===== src/rtl/vga_pkg.sv =====
`timescale 1ns/1ps
// XGA 1024x768@60 timing constants shared by the sync generator and its consumers.
package vga_pkg;

  localparam int unsigned CNT_W = 11;
  localparam int unsigned RGB_W = 12;

  typedef logic [CNT_W-1:0] cnt_t;
  typedef logic [RGB_W-1:0] rgb_t;

  localparam cnt_t HOR_PIXELS      = 11'd1024;
  localparam cnt_t HOR_TOTAL       = 11'd1344;
  localparam cnt_t HOR_LAST        = 11'd1343;
  localparam cnt_t HOR_SYNC_START  = 11'd1048;
  localparam cnt_t HOR_SYNC_STOP   = 11'd1183;
  localparam cnt_t HOR_BLANK_START = 11'd1024;

  localparam cnt_t VER_PIXELS      = 11'd768;
  localparam cnt_t VER_TOTAL       = 11'd806;
  localparam cnt_t VER_LAST        = 11'd805;
  localparam cnt_t VER_SYNC_START  = 11'd771;
  localparam cnt_t VER_SYNC_STOP   = 11'd776;
  localparam cnt_t VER_BLANK_START = 11'd768;

endpackage


===== src/rtl/vga_if.sv =====
`timescale 1ns/1ps
// Timing/pixel bundle passed between the sync generator and downstream drawing stages.
interface vga_if;
  import vga_pkg::*;

  cnt_t hcount;
  cnt_t vcount;
  logic hsync;
  logic vsync;
  logic hblnk;
  logic vblnk;
  rgb_t rgb;

  modport out (output hcount, vcount, hsync, vsync, hblnk, vblnk, rgb);
  modport in  (input  hcount, vcount, hsync, vsync, hblnk, vblnk, rgb);

endinterface


===== src/rtl/vga_timing.sv =====
`timescale 1ns/1ps
// Free-running XGA sync generator: pixel/line counters with registered sync and blank decode.
module vga_timing
  import vga_pkg::*;
(
  input  logic clk,
  input  logic rst,
  vga_if.out   vga_out
);

  cnt_t hcount_q, vcount_q;
  cnt_t hcount_d, vcount_d;
  logic hsync_q, vsync_q, hblnk_q, vblnk_q;
  logic hsync_d, vsync_d, hblnk_d, vblnk_d;

  // Decode from the next counter values so the registered flags line up with the counts.
  always_comb begin
    hcount_d = hcount_q + cnt_t'(1);
    vcount_d = vcount_q;
    if (hcount_q == HOR_LAST) begin
      hcount_d = '0;
      vcount_d = (vcount_q == VER_LAST) ? '0 : vcount_q + cnt_t'(1);
    end
    hsync_d = (hcount_d >= HOR_SYNC_START) && (hcount_d <= HOR_SYNC_STOP);
    hblnk_d = (hcount_d >= HOR_BLANK_START);
    vsync_d = (vcount_d >= VER_SYNC_START) && (vcount_d <= VER_SYNC_STOP);
    vblnk_d = (vcount_d >= VER_BLANK_START);
  end

  always_ff @(posedge clk or negedge rst) begin
    if (!rst) begin
      hcount_q <= '0;
      vcount_q <= '0;
      hsync_q  <= 1'b0;
      vsync_q  <= 1'b0;
      hblnk_q  <= 1'b0;
      vblnk_q  <= 1'b0;
    end else begin
      hcount_q <= hcount_d;
      vcount_q <= vcount_d;
      hsync_q  <= hsync_d;
      vsync_q  <= vsync_d;
      hblnk_q  <= hblnk_d;
      vblnk_q  <= vblnk_d;
    end
  end

  assign vga_out.hcount = hcount_q;
  assign vga_out.vcount = vcount_q;
  assign vga_out.hsync  = hsync_q;
  assign vga_out.vsync  = vsync_q;
  assign vga_out.hblnk  = hblnk_q;
  assign vga_out.vblnk  = vblnk_q;
  assign vga_out.rgb    = '0;

endmodule


===== src/flat_wrapper.sv =====
// flat-port wrapper written by rule: the top's interface ports become plain ports
module vga_timing_flat import vga_pkg::*;
  (clk, rst, vga_out_hcount, vga_out_vcount, vga_out_hsync, vga_out_vsync, vga_out_hblnk, vga_out_vblnk, vga_out_rgb);
  vga_if vga_out_i ();
  input  logic clk;
  input  logic rst;
  output wire logic [$bits(vga_out_i.hcount)-1:0] vga_out_hcount;
  output wire logic [$bits(vga_out_i.vcount)-1:0] vga_out_vcount;
  output wire logic [$bits(vga_out_i.hsync)-1:0] vga_out_hsync;
  output wire logic [$bits(vga_out_i.vsync)-1:0] vga_out_vsync;
  output wire logic [$bits(vga_out_i.hblnk)-1:0] vga_out_hblnk;
  output wire logic [$bits(vga_out_i.vblnk)-1:0] vga_out_vblnk;
  output wire logic [$bits(vga_out_i.rgb)-1:0] vga_out_rgb;
  assign vga_out_hcount = vga_out_i.hcount;
  assign vga_out_vcount = vga_out_i.vcount;
  assign vga_out_hsync = vga_out_i.hsync;
  assign vga_out_vsync = vga_out_i.vsync;
  assign vga_out_hblnk = vga_out_i.hblnk;
  assign vga_out_vblnk = vga_out_i.vblnk;
  assign vga_out_rgb = vga_out_i.rgb;
  vga_timing u_core (.clk(clk), .rst(rst), .vga_out(vga_out_i));
endmodule

===== config.mk =====
export PLATFORM = sky130hd
export DESIGN_NAME = vga_timing_flat
export DESIGN_NICKNAME = d
export VERILOG_FILES = /design/src/rtl/vga_pkg.sv /design/src/rtl/vga_if.sv /design/src/rtl/vga_timing.sv /design/src/flat_wrapper.sv
export SDC_FILE = /design/constraint.sdc
export NUM_CORES = 1
export LEC_CHECK = 0
export ABC_CLOCK_PERIOD_IN_PS = 2540
export CAP_MARGIN = 20
export CORE_MARGIN = 2
export CORE_UTILIZATION = 40
export DETAILED_ROUTE_END_ITERATION = 12
export PLACE_DENSITY = 0.72
export SYNTH_ARGS = -nofsm -noshare
export SYNTH_HDL_FRONTEND = slang
export SYNTH_SLANG_ARGS = --single-unit

===== constraint.sdc =====
create_clock -name clk -period 2.54 [get_ports clk]
set_input_delay 0.508 -clock clk [delete_from_list [all_inputs] [get_ports clk]]
set_output_delay 0.508 -clock clk [all_outputs]
set_load 0.05 [all_outputs]

==> out/qor.csv, run 1 <==
stage,metric,value,unit
route,WL met2,1.52,mm
worst_setup_path,Worst EP required,2.72,ns
clock_tree,# clock sinks,26,
place,Post-DP Area,1970,µm²
place,gp weighted congestion,0.891,
synthesis,post-synthesis cell type count,43,
route,initial DRC count,63,
clock_tree,CTS tree,yes,
synthesis,top post-synthesis cells by area,"dfrtp_1, buf_4, nor2_1, o21ai_0, nand2_1",
clock_tree,CTS buffer count,3,
final_layout,final net count,226,
clock_tree,H-tree level count,1,
grt,GRT Total Usage,0.177,
die,Site Rows,22,
clock_tree,Root Driver,clkbuf_8,
place,pre-CTS setup slack,0.0111,ns
synthesis,ys flop type,dfrtp_1,
sta,clock skew,0.0104,ns
grt,number of global-route vias before repair,1316,
synthesis,Synth top area share,0.409,
final_layout,diode count,0,
place,Buffers on Ports,27,
synthesis,Post-synth EDFFs,0,
run,# Max-Cap Violations,0,
synthesis,yosys warns,0,
worst_setup_path,CP Launch Type,flip-flop,
synthesis,post-synthesis sequential area ratio,0.409,
final_layout,area taken by multi-input logic gates,850,µm²
synthesis,Post-Syn Instances,179,
worst_setup_path,Crit Reg-Reg Startpoint,u_core.vga_out.hcount[7]$_DFF_PN0_,
grt,initial antenna violation count,0,
synthesis,mapped cell area,1590,µm²
sta,final worst path period need,2.54,ns
worst_setup_path,nature of the critical path endpoint,flip-flop,
route,drt first pass iters,4,
final_layout,final instance area,2040,µm²
synthesis,synthesized flop and latch total,26,
sta,relative slew slack,0.663,
sta,Final Hold Fails,0,
route,routed vias/inst,5.38,
die,die area,4500,µm²
die,io pins,40,
sta,Peak Freq,393,MHz
grt,grt ovf,0,
die,Die Y-Extent,67.1,µm
grt,first-pass GRT wire length,6.08,mm
grt,pin count of the biggest net entering global routing,27,
worst_hold_path,Hold Path Class,flip-flop to flip-flop,
worst_setup_path,Worst Path Arrival,2.73,ns
pwr,worst vdd ir,143,µV
final_layout,Filler Cell Count,364,
sta,setup TNS,-0.00341,ns
worst_setup_path,crit path kind,flip-flop to flip-flop,
worst_setup_path,reg2reg end,u_core.vga_out.vsync$_DFF_PN0_,
route,Antenna Nets Post-Route,0,
final_layout,share of cells above drive strength 1,0.151,
route,highest routed layer,met4,
sta,Worst Max-Slew Pin Slew,0.505,ns
clock_tree,Worst-Skew Late Latency,0.28,ns
die,core area,3740,µm²
worst_setup_path,R2R Setup Slk,-0.003,ns
worst_setup_path,Max Fanout on Critical Path,2,
run_status,status,"complete, but fails checks",
pwr,Tot Pwr,706,µW
synthesis,biggest area consumer among synthesized cells,dfrtp_1,
pwr,power per cell area,347,nW/µm²
final_layout,most frequent cells in the layout,"clkdlybuf4s50_1, dfrtp_1, nor2_1, buf_4, nand2_1",
sta,RSZ-0062 raised after global routing,yes,
sta,fin. max-slew vios,0,
worst_setup_path,Reg2Reg Depth,6,
route,wl on met1,1.72,mm
sta,Setup WS post-layout,-0.00341,ns
final_layout,Reg area,656,µm²
worst_setup_path,Critical Path Start,u_core.vga_out.hcount[7]$_DFF_PN0_,
worst_setup_path,CP Capture Point,u_core.vga_out.vsync$_DFF_PN0_,
final_layout,"commonest non-fill, non-tap cell in the layout",clkdlybuf4s50_1,
die,Die Width,67.1,µm
clock_tree,CTS max path bufs,2,
final_layout,Finished Core Util,0.544,
clock_tree,postcts setup bufs,0,
route,via count,1436,
synthesis,share of flip-flops with an asynchronous set or reset,1.00,
place,Detail Placement HPWL,2.59,mm
pwr,Leakage,0.860,nW
run_status,failing checks,setup timing,
sta,final setup fails,1,
synthesis,syn avg cell area,8.89,µm²
route,drt drc,0,
route,routed len/inst,13.0,µm
die,initial core utilization,0.425,
clock_tree,"Reg clk slew, reported paths",0.09,ns
final_layout,Synth-to-Final Area Change,28.1,%
route,final wirelength,3.46,mm
clock_tree,cts hold-fix bufs,0,
sta,Tcrit/Tclk final,1.00,
route,DR WL met3,168,µm
synth_stat cells (2+ instances only):
library cell  count
a211o_1           2
a21oi_1           6
a31oi_1           5
and3_1            2
buf_4            12
clkbuf_1          4
dfrtp_1          26
ha_1              4
inv_1            10
nand2_1          15
nand3_1           9
nand4_1           4
nand4b_1          3
nor2_1           17
nor3_1            8
o21ai_0          12
or2_2             2
or3_1             2
or4_1             3
xnor2_1           6
xor2_1            5
cell type report:
type | count | area share
flip-flops and latches | 26 | 0.322
multi-input cells | 136 | 0.417
well taps | 48 | 0.0295
inverters | 10 | 0.0184
repair buffers | 43 | 0.192
clock buffers | 4 | 0.0221
stage by stage:
step,std cells,hold slack [ns]
floorplan,190,0.212
global placement,263,0.537
detailed placement,263,0.539
CTS,267,0.553
global route,267,0.582
finish,267,0.561
metal layers:
metal  track usage  up-vias
li1              -      694
met1         0.251      692
met2         0.276       46
met3        0.0152        4
met4        0.0714        0
met5             0        -
worst min-delay path by stage:
stage / depth (start not counted) / startpoint / slack [ns] / endpoint
floorplan: 0 / rst / 0.21 / u_core.vga_out.hblnk$_DFF_PN0_
global placement: 1 / u_core.vga_out.hcount[10]$_DFF_PN0_ / 0.54 / u_core.vga_out.hblnk$_DFF_PN0_
detailed placement: 1 / u_core.vga_out.hcount[10]$_DFF_PN0_ / 0.54 / u_core.vga_out.hblnk$_DFF_PN0_
CTS: 1 / u_core.vga_out.hcount[10]$_DFF_PN0_ / 0.55 / u_core.vga_out.hblnk$_DFF_PN0_
global route: 1 / u_core.vga_out.hcount[10]$_DFF_PN0_ / 0.58 / u_core.vga_out.hblnk$_DFF_PN0_
finish: 1 / u_core.vga_out.hcount[10]$_DFF_PN0_ / 0.56 / u_core.vga_out.hblnk$_DFF_PN0_
flip-flops by register name, summed over array words and instances, names as in the netlist:
signal	cells
u_core.vga_out.vcount	11
u_core.vga_out.vblnk	1
u_core.vga_out.hsync	1
u_core.vga_out.hcount	11
u_core.vga_out.vsync	1
u_core.vga_out.hblnk	1
power by group:
part	total (mW)	switching, mW	internal, mW
Sequential	0.413	0	0.413
Clock	0.244	0.131	0.112
Combinational	0.0489	0.0465	0.00236
Total	0.706	0.178	0.528
worst max-delay path, cell delays in order, from the launching register on:
cell,delay (ns)
dfrtp_2,0.41
or4b_4,0.54
or4_4,0.43
or4b_4,0.50
a221oi_4,0.25
nand4b_1,0.16
a211oi_2,0.17
repair_timing:
action / CTS / global route
resized for setup: 2 / 1
pin swaps: 0 / 0
setup endpoints to repair: 1 / 1
logic make-up (layout without fill, tap and decap cells):
| group | count (synthesis) | in the layout | share of synthesized area |
|---|---|---|---|
| AO/OA/AOI/OAI | 34 | 34 | 0.140 |
| XOR/XNOR | 11 | 11 | 0.0605 |
| adder cells (fa/ha/maj) | 4 | 4 | 0.0314 |
| buffers and inverters | 28 | 57 | 0.0998 |
| flip-flops | 26 | 26 | 0.409 |
| multiplexers | 1 | 1 | 0.00707 |
| other | 1 | 12 | 0.00236 |
| AND/OR/NAND/NOR | 74 | 74 | 0.250 |
No activity file was read; power rests on OpenSTA's default activity.
==> inputs of run 2 (changes only) <==
--- a/config.mk
+++ b/config.mk
@@ -5,12 +5,12 @@
 export SDC_FILE = /design/constraint.sdc
 export NUM_CORES = 1
 export LEC_CHECK = 0
-export ABC_CLOCK_PERIOD_IN_PS = 2540
+export ABC_CLOCK_PERIOD_IN_PS = 2810
 export CAP_MARGIN = 20
 export CORE_MARGIN = 2
 export CORE_UTILIZATION = 40
 export DETAILED_ROUTE_END_ITERATION = 12
-export PLACE_DENSITY = 0.72
+export PLACE_DENSITY = 0.69
 export SYNTH_ARGS = -nofsm -noshare
 export SYNTH_HDL_FRONTEND = slang
 export SYNTH_SLANG_ARGS = --single-unit
==> constraint.sdc (replaced) <==
create_clock -name clk -period 2.81 [get_ports clk]
set_input_delay 0.562 -clock clk [delete_from_list [all_inputs] [get_ports clk]]
set_output_delay 0.562 -clock clk [all_outputs]
set_load 0.05 [all_outputs]
==> run 2 against run 1 <==
Against the previous run:
- the flow now finishes without violations
- hold slack gained 0.011 ns
- final area is 2.5% lower
- sequential share of layout area grew 0.62 points
- sequential cell count did not move
- critical path type unchanged
- largest power group unchanged
- highest routed layer unchanged
==> out/qor.csv, run 2 (synthesis results as in run 1) <==
stage,metric,value,unit,change
run_status,status,"finished, final reports clean",,
final_layout,Filler Cell Count,373,,+2.5%
route,final wirelength,3.47,mm,+0.20%
pwr,worst vdd ir,158,µV,+11%
die,core area,3740,µm²,unchanged
clock_tree,cts hold-fix bufs,0,,unchanged
final_layout,area taken by multi-input logic gates,823,µm²,-3.1%
run,# Max-Cap Violations,0,,unchanged
route,via count,1406,,-2.1%
final_layout,"commonest non-fill, non-tap cell in the layout",clkdlybuf4s50_1,,
pwr,power per cell area,334,nW/µm²,-3.6%
route,drt drc,0,,unchanged
pwr,Leakage,0.849,nW,-1.3%
clock_tree,CTS tree,yes,,
sta,setup TNS,0,ns,+0.00341 ns
clock_tree,postcts setup bufs,0,,unchanged
sta,relative slew slack,0.668,,+0.00575
die,Site Rows,22,,unchanged
clock_tree,H-tree level count,1,,unchanged
worst_setup_path,nature of the critical path endpoint,flip-flop,,
final_layout,Reg area,652,µm²,-0.57%
clock_tree,# clock sinks,26,,unchanged
grt,GRT Total Usage,0.170,,-0.00692
sta,clock skew,0.00292,ns,-0.00747 ns
sta,fin. max-slew vios,0,,unchanged
grt,initial antenna violation count,0,,unchanged
worst_setup_path,R2R Setup Slk,0.17,ns,+0.18 ns
place,Buffers on Ports,27,,unchanged
final_layout,Synth-to-Final Area Change,24.9,%,
sta,final worst path period need,2.64,ns,+0.0926 ns
sta,Worst Max-Slew Pin Slew,0.496,ns,-0.00860 ns
route,routed vias/inst,5.35,,-0.60%
final_layout,diode count,0,,unchanged
final_layout,share of cells above drive strength 1,0.112,,-0.0391
clock_tree,CTS buffer count,3,,unchanged
clock_tree,CTS max path bufs,2,,unchanged
route,drt first pass iters,4,,unchanged
sta,Peak Freq,379,MHz,-3.5%
worst_setup_path,Worst EP required,3.00,ns,+0.28 ns
clock_tree,post_cts resized,0,,-2
worst_setup_path,reg2reg end,u_core.vga_out.vsync$_DFF_PN0_,,
route,initial DRC count,97,,+54%
sta,Tcrit/Tclk final,0.938,,-0.0633
die,initial core utilization,0.425,,unchanged
route,Antenna Nets Post-Route,0,,unchanged
worst_setup_path,Reg2Reg Depth,6,,unchanged
worst_setup_path,CP Capture Point,u_core.vga_out.vsync$_DFF_PN0_,,
clock_tree,"Reg clk slew, reported paths",0.09,ns,about the same
final_layout,final net count,222,,-1.8%
final_layout,most frequent cells in the layout,"clkdlybuf4s50_1, dfrtp_1, nor2_1, nand2_1",,
die,Die Y-Extent,67.1,µm,unchanged
worst_setup_path,Critical Path Start,u_core.vga_out.hcount[7]$_DFF_PN0_,,
die,die area,4500,µm²,unchanged
die,io pins,40,,unchanged
clock_tree,Root Driver,clkbuf_8,,
worst_hold_path,Hold Path Class,flip-flop to flip-flop,,
grt,first-pass GRT wire length,5.84,mm,-3.8%
grt,number of global-route vias before repair,1266,,-3.8%
worst_setup_path,Crit Reg-Reg Startpoint,u_core.vga_out.hcount[7]$_DFF_PN0_,,
worst_setup_path,crit path kind,flip-flop to flip-flop,,
place,Detail Placement HPWL,2.47,mm,-4.7%
grt,grt ovf,0,,unchanged
worst_hold_path,Hold Crit Depth,1,,unchanged
worst_setup_path,Max Fanout on Critical Path,4,,+2
route,routed len/inst,13.2,µm,+1.7%
worst_setup_path,Worst Path Arrival,2.83,ns,+0.10 ns
sta,Final Hold Fails,0,,unchanged
worst_setup_path,CP Launch Type,flip-flop,,
place,gp weighted congestion,0.805,,-9.7%
grt,pin count of the biggest net entering global routing,27,,unchanged
clock_tree,Worst-Skew Late Latency,0.27,ns,about the same
sta,final setup fails,0,,-1
pwr,Tot Pwr,664,µW,-5.9%
sta,RSZ-0062 raised after global routing,no,,
die,Die Width,67.1,µm,unchanged
## run 2: critical path: stages (launching register included)
cell and delay, ns:
dfrtp_1 0.39, or4b_4 0.57, or4_1 0.43, or4b_1 0.55, a221oi_2 0.29, nand4b_1 0.17
a211oi_2 0.17
## run 2: worst min-delay path by stage
stage,startpoint,endpoint,slack (ns)
3_5_place_dp,u_core.vga_out.hcount[10]$_DFF_PN0_,u_core.vga_out.hblnk$_DFF_PN0_,0.55
6_report,u_core.vga_out.hcount[10]$_DFF_PN0_,u_core.vga_out.hblnk$_DFF_PN0_,0.57
5_1_grt,u_core.vga_out.hcount[10]$_DFF_PN0_,u_core.vga_out.hblnk$_DFF_PN0_,0.60
2_1_floorplan,rst,u_core.vga_out.hblnk$_DFF_PN0_,0.27
4_1_cts,u_core.vga_out.hcount[10]$_DFF_PN0_,u_core.vga_out.hblnk$_DFF_PN0_,0.57
3_3_place_gp,u_core.vga_out.hcount[10]$_DFF_PN0_,u_core.vga_out.hblnk$_DFF_PN0_,0.55
## run 2: where the power goes
| group | switching, mW | internal (mW) | total (mW) |
|---|---|---|---|
| combinational | 0.0425 | 0.00213 | 0.0446 |
| sequential | 0 | 0.374 | 0.374 |
| clock | 0.121 | 0.125 | 0.246 |
## run 2: stage by stage
step / std cells / setup slack (ns) / hold slack, ns / area, µm² / util
after floorplan: 190 / 0.0150 / 0.266 / 1630 / -
after global placement: 259 / 0.249 / 0.546 / 1930 / 0.516
after detailed placement: 259 / 0.216 / 0.555 / 1930 / 0.516
after CTS: 263 / 0.196 / 0.568 / 1990 / 0.531
after global routing: 263 / 0.0575 / 0.596 / 1990 / 0.531
final: 263 / 0.174 / 0.571 / 1990 / 0.531
## run 2: area by class of cell
type	instances	area share
Multi-Input combinational cell	136	0.414
Tap cell	48	0.0302
Sequential cell	26	0.328
Timing Repair Buffer	39	0.181
Inverter	10	0.0189
Clock buffer	4	0.0277
## run 2: per-layer routing
layer	vias up	track usage	routed length (µm)
li1	687	-	-
met1	662	0.252	1670
met2	53	0.250	1560
met3	4	0.0152	193
met4	0	0.0740	45
met5	-	0	0
